--- config.mk ---
export PLATFORM = sky130hd
export DESIGN_NAME = dbg_frame_tx
export DESIGN_NICKNAME = d
export VERILOG_FILES = /design/src/rtl/dbg_frame_pkg.sv /design/src/rtl/dbg_cycle_counter.sv /design/src/rtl/dbg_frame_tx.sv
export SDC_FILE = /design/constraint.sdc
export NUM_CORES = 1
export LEC_CHECK = 0
export BUFFER_PORTS_ARGS = -buffer_cell sky130_fd_sc_hd__buf_2
export CAP_MARGIN = 0
export CORE_AREA = 2 2 111 113
export CTS_CLUSTER_SIZE = 10
export DETAILED_ROUTE_END_ITERATION = 7
export DIE_AREA = 0 0 113 115
export GPL_ROUTABILITY_DRIVEN = 0
export GPL_TIMING_DRIVEN = 0
export SLEW_MARGIN = 10
export SYNTH_ARGS = -nofsm -noshare
export SYNTH_HDL_FRONTEND = slang
export SYNTH_SLANG_ARGS = --single-unit
--- constraint.sdc ---
create_clock -name clk -period 5.2 [get_ports clk]
set_clock_uncertainty 0.15 [all_clocks]
set_input_delay 1.3 -clock clk [delete_from_list [all_inputs] [get_ports clk]]
set_output_delay 1.3 -clock clk [all_outputs]
set_load 0.02 [all_outputs]
--- src/rtl/dbg_frame_pkg.sv ---
// Shared constants and state encoding for the debug frame serializer.
// DBG_CHECKSUM_EN appends an XOR checksum byte to every frame.
package dbg_frame_pkg;

  typedef enum logic [1:0] {
    IDLE = 2'd0,
    SEND = 2'd1,
    DONE = 2'd2
  } state_e;

  localparam logic [7:0] HDR_DEFAULT = 8'hA5;
  localparam int IDX_W = 3;

  localparam int FRAME_LEN_CK = 8;
  localparam int LAST_CK      = 7;
  localparam int FRAME_LEN_NC = 7;
  localparam int LAST_NC      = 6;

`ifdef DBG_CHECKSUM_EN
  localparam int FRAME_LEN = FRAME_LEN_CK;
  localparam int LAST      = LAST_CK;
`else
  localparam int FRAME_LEN = FRAME_LEN_NC;
  localparam int LAST      = LAST_NC;
`endif

  localparam logic [IDX_W-1:0] LAST_IDX = IDX_W'(LAST);

endpackage

--- src/rtl/dbg_cycle_counter.sv ---
// 16-bit saturating cycle counter with enable and synchronous clear.
// Clear wins over enable so a snapshot edge always restarts at zero.
module dbg_cycle_counter (
  input  logic        clk,
  input  logic        reset,
  input  logic        en,
  input  logic        clr,
  output logic [15:0] cnt
);

  always_ff @(posedge clk or negedge reset) begin
    if (!reset) begin
      cnt <= 16'h0000;
    end else if (clr) begin
      cnt <= 16'h0000;
    end else if (en && cnt != 16'hFFFF) begin
      cnt <= cnt + 16'h0001;
    end
  end

endmodule

--- src/rtl/dbg_frame_tx.sv ---
// Debug frame serializer: snapshots PC/ACC/cycles on halt, streams bytes.
// DBG_CHECKSUM_EN adds a trailing XOR checksum over bytes 1..6.
module dbg_frame_tx
  import dbg_frame_pkg::*;
#(
  parameter int          AB  = 11,
  parameter int          DB  = 16,
  parameter logic [7:0]  HDR = HDR_DEFAULT
) (
  input  logic          clk,
  input  logic          reset,
  input  logic          cpu_run,
  input  logic          halt,
  input  logic [AB-1:0] pc,
  input  logic [DB-1:0] acc,
  output logic [7:0]    tx_data,
  output logic          tx_valid,
  input  logic          tx_ready,
  output logic          busy,
  output logic          frame_done,
  output logic          overrun
);

  state_e           state;
  logic [IDX_W-1:0] idx;
  logic [IDX_W-1:0] nxt_idx;
  logic [15:0]      snap_pc;
  logic [15:0]      snap_acc;
  logic [15:0]      snap_cyc;
  logic [15:0]      cyc;
  logic [7:0]       next_byte;
  logic             take;
  logic             capture;

  assign capture = halt && (state == IDLE);
  assign take    = (state == SEND) && tx_valid && tx_ready;
  assign nxt_idx = idx + IDX_W'(1);
  assign busy    = (state != IDLE);

  dbg_cycle_counter u_cnt (
    .clk   (clk),
    .reset (reset),
    .en    (cpu_run),
    .clr   (capture),
    .cnt   (cyc)
  );

`ifdef DBG_CHECKSUM_EN
  logic [7:0] csum;

  // Running XOR of accepted payload bytes; header resets it.
  always_ff @(posedge clk or negedge reset) begin
    if (!reset) begin
      csum <= 8'h00;
    end else if (take) begin
      csum <= (idx == '0) ? 8'h00 : (csum ^ tx_data);
    end
  end
`endif

  always_comb begin
    next_byte = 8'h00;
    case (nxt_idx)
      3'd1:    next_byte = snap_pc[15:8];
      3'd2:    next_byte = snap_pc[7:0];
      3'd3:    next_byte = snap_acc[15:8];
      3'd4:    next_byte = snap_acc[7:0];
      3'd5:    next_byte = snap_cyc[15:8];
      3'd6:    next_byte = snap_cyc[7:0];
`ifdef DBG_CHECKSUM_EN
      3'd7:    next_byte = csum ^ tx_data;
`endif
      default: next_byte = 8'h00;
    endcase
  end

  always_ff @(posedge clk or negedge reset) begin
    if (!reset) begin
      state      <= IDLE;
      idx        <= '0;
      tx_valid   <= 1'b0;
      tx_data    <= 8'h00;
      frame_done <= 1'b0;
      overrun    <= 1'b0;
      snap_pc    <= 16'h0000;
      snap_acc   <= 16'h0000;
      snap_cyc   <= 16'h0000;
    end else begin
      frame_done <= 1'b0;
      if (halt && state != IDLE) begin
        overrun <= 1'b1;
      end
      unique case (state)
        IDLE: begin
          if (halt) begin
            snap_pc  <= 16'(pc);
            snap_acc <= 16'(acc);
            snap_cyc <= cyc;
            idx      <= '0;
            tx_data  <= HDR;
            tx_valid <= 1'b1;
            state    <= SEND;
          end
        end
        SEND: begin
          if (tx_ready) begin
            if (idx == LAST_IDX) begin
              idx        <= '0;
              tx_valid   <= 1'b0;
              frame_done <= 1'b1;
              state      <= DONE;
            end else begin
              idx     <= nxt_idx;
              tx_data <= next_byte;
            end
          end
        end
        DONE: begin
          state <= IDLE;
        end
        default: begin
          state    <= IDLE;
          tx_valid <= 1'b0;
        end
      endcase
    end
  end

endmodule
==> metrics.yaml <==
power:
  share_comb_of_total_power_pct: 30.9
  peakVddDrop_mv: 0.2110
  p_leak_nw: 2.169
  sequentialPowerShare_pct: 40.7
  power_density_mw_per_mm2: 512.1
  power.switching_w: 0.0007870
  p_int_w: 0.001432
  clockPowerShare_pct: 28.5
  p_sw_share_pct: 35.47
placed_design:
  port_buffers: 43
  place_hpwl_um: 6414
  dp.cells: 574
  dpl_cell_area_sq_mm: 0.004030
detailed_routing:
  wl_per_cell_um: 14.94
  dr.pass1.iters: 7
  drt-total-wl_um: 8814
  vias_per_cell: 4.861
  num_vias: 2868
  drc: 3
  drtAntennaViolNets: 0
  drtIter0Drc: 228
critical_path:
  rr_endpoint: "u_cnt.cnt[8]$_DFFE_PN0P_"
  cp-end-kind: "output pin"
  regToRegSetupSlack_ns: 3.20
  crit_path_start_kind: "flip-flop"
  cp.depth: 3
  critPathTopFamily: "flip-flops"
  cp_max_fo: 9
  crit_arrival_ns: 1.33
  cp_num_buf_inv: 2
  rr_startpoint: "u_cnt.cnt[0]$_DFFE_PN0P_"
  path_class: "reg -> out"
  cp-startpoint: "state[0]$_DFFE_PN0P_"
  cp_slowest_cell: "dfrtp_1"
  crit_path_end: "busy"
  critPathMaxStageDelay_ns: 0.36
  rr_worst_depth: 5
  required_ns: 3.75
  path_cells: "buf_2 -> or2_2 -> buf_2"
  crit_top_cell: "buf_2"
cts:
  cts-buffers-inserted: 9
  post_cts_resized: 0
  cts_tree: "built"
  ctsHoldBuffers: 0
  cts.clk_slew.worst_paths_ns: 0.06
  post_cts_buffers: 0
  cts_root_buffer: "clkbuf_16"
  cts.sinks: 75
  insertion_delay_ns: 0.34
  h-tree-depth: 3
  clock_path_buffers: 2
floorplan:
  die_area_sq_mm: 0.01300
  coreArea_sq_mm: 0.01181
  die_x_um: 113
  ios: 44
  die_h_um: 115
  start_util_pct: 30.49
  num_rows: 40
sta:
  finalHoldViolCount: 0
  rsz0062_at_grt: "false"
  fmax_mhz: 359.5
  period_share_pct: 53.50
  setup_violations: 0
  slew_violations: 0
  post-route-min-period_ns: 2.782
  worstMarginPinSlew_ns: 0.4627
  tns_ns: 0
  max-slew-margin-rel_pct: 69.16
  holdWs_ns: 0.3081
synthesis:
  synth_area_leaders: "dfrtp_1, nand2_1, mux2_2, a21oi_1, buf_2"
  synth_area_per_cell_sq_um: 9.402
  synth-seq-cells: 75
  synthArstFlopShare_pct: 100.0
  netlist.area_leader.share_pct: 52.12
  yosysUniqueCellTypes: 57
  ys_seq_area_share_pct: 52.12
  synth_area_sq_mm: 0.003601
  synth_fp_nets: 416
  synth_edf_count: 0
  synthCells: 383
  synth_top_cell_by_area: "dfrtp_1"
  yosys_warnings: 0
  ys.flop_type: "dfrtp_1"
global_routing:
  grt_pass1_vias: 2770
  grt.overflow.total: 0
  grt_pass1_wl_um: 14700
  antenna_found_initial: 0
  track_usage_pct: 14.74
  gr-usage-met2_pct: 21.80
  grt-busiest-layer: "met2"
  grtUsageMet1_pct: 20.76
  use_met3_pct: 3.321
  grt_max_degree: 66
status:
  violations: "design-rule violations"
  status: "finished with violations"
cells_and_area:
  synthToLayoutAreaGrowth_pct: 20.33
  drive_gt1_share_pct: 21.22
  fin_cells: 590
  final_area_sq_mm: 0.004333
  antenna_cells: 0
  fill_cells: 1198
  layout.nets: 471
min_path:
  hp-start: "overrun$_DFFE_PN0P_"
  worstHoldPathType: "reg -> reg"
flow_run:
  maxCapViolCount: 0
-- metal layers --
| layer | wire length, um | share of wire (%) | vias up |
|---|---|---|---|
| met4 | 175 | 2.0 | 0 |
| met5 | 0 | 0 | - |
| met3 | 418 | 4.7 | 12 |
| met2 | 3920 | 44 | 73 |
| met1 | 4300 | 49 | 1342 |
| li1 | - | - | 1441 |
-- final cells by class --
type | instances | area [sq um] | area share [%]
plain buffers | 21 | 95.09 | 2.195
clock buffers | 11 | 242.7 | 5.602
clock inverters | 5 | 60.06 | 1.386
inverters | 4 | 15.01 | 0.3465
multi-input cells | 283 | 1614 | 37.25
flip-flops and latches | 75 | 1877 | 43.32
well taps | 147 | 183.9 | 4.245
repair buffers | 44 | 245.2 | 5.660
-- metrics by stage --
| stage | worst slack (ns) | utilization (%) | total power (W) |
|---|---|---|---|
| 2_1_floorplan | 2.692 | - | 0.001363 |
| 3_3_place_gp | 2.169 | 33.87 | 0.001577 |
| 3_5_place_dp | 2.248 | 34.12 | 0.001598 |
| 4_1_cts | 2.407 | 36.68 | 0.002238 |
| 5_1_grt | 2.385 | 36.68 | 0.002369 |
| 6_report | 2.418 | 36.68 | 0.002219 |
-- sequential cells by signal, indices dropped and copies added, names as in the netlist --
name,flops
frame_done,1
overrun,1
state,2
idx,3
tx_valid,1
tx_data,8
u_cnt.cnt,16
snap_cyc,16
snap_pc,11
snap_acc,16
-- kinds of logic (layout without fill, tap and decap cells) --
logic type | Yosys count | in the layout | synth area share, %
xor+xnor | 3 | 3 | 0.7298
compound gates | 57 | 57 | 12.37
simple gates | 209 | 209 | 26.82
fa+ha+maj | 1 | 1 | 0.3474
buf+inv | 25 | 85 | 3.058
flops | 75 | 75 | 52.12
mux | 13 | 13 | 4.552
-- cell usage after synthesis (2+ instances only) --
| cell | instances |
|---|---|
| a22o_1 | 4 |
| and3_1 | 3 |
| xnor2_1 | 2 |
| o41ai_1 | 3 |
| mux4_2 | 2 |
| or3b_1 | 2 |
| clkbuf_1 | 8 |
| nand4_1 | 4 |
| nand3_1 | 4 |
| a222oi_1 | 3 |
| nor3_1 | 4 |
| dfrtp_1 | 75 |
| nor3b_1 | 3 |
| and4_1 | 3 |
| nand2_1 | 153 |
| nor2b_1 | 3 |
| o21a_1 | 2 |
| o21ai_0 | 11 |
| nand3b_1 | 2 |
| mux2i_1 | 4 |
| inv_2 | 2 |
| a211oi_1 | 3 |
| nand4_4 | 2 |
| a21oi_1 | 13 |
| buf_2 | 13 |
| or3_1 | 2 |
| o311ai_1 | 2 |
| inv_1 | 2 |
| nor2_1 | 15 |
| mux2_2 | 7 |
-- worst min-delay path by stage --
stage                     depth (start not counted)  slack (ns)                      to
after floorplan                                   2        0.29  snap_pc[9]$_DFFE_PN0P_
after global placement                            1        0.28     overrun$_DFFE_PN0P_
after detailed placement                          1        0.30     overrun$_DFFE_PN0P_
after CTS                                         1        0.31     overrun$_DFFE_PN0P_
after global routing                              1        0.33     overrun$_DFFE_PN0P_
final                                             1        0.31     overrun$_DFFE_PN0P_
-- cell usage in the layout, fill, tap and decap left out, drive strengths merged, types with 3 or more instances in the layout --
cell / count
and3: 4
nor2b: 3
nor3: 5
o41ai: 4
and4: 3
nand4: 6
o21ai: 12
a211oi: 3
mux2: 7
a21oi: 13
a222oi: 3
nand2: 153
clkbuf: 19
mux2i: 4
nand3: 5
nor2: 15
inv: 5
a22o: 4
buf: 57
nor3b: 3
dfrtp: 75
-- worst register-to-register path, cell delays in order (launching register included) --
cell,delay [ns]
dfrtp_1,0.44
ha_1,0.28
nand4_1,0.33
nor3_4,0.43
nor3_1,0.09
o21a_1,0.17
-- power groups by stage --
stage                     logic [W]  registers, W  clock network (W)
after floorplan            0.000457      0.000906                  0
after global placement     0.000668      0.000909                  0
after detailed placement   0.000686      0.000912                  0
after CTS                  0.000690      0.000904           0.000644
after global routing       0.000774      0.000926           0.000669
final                      0.000685      0.000902           0.000632
No activity file was read; power rests on OpenSTA's default activity.
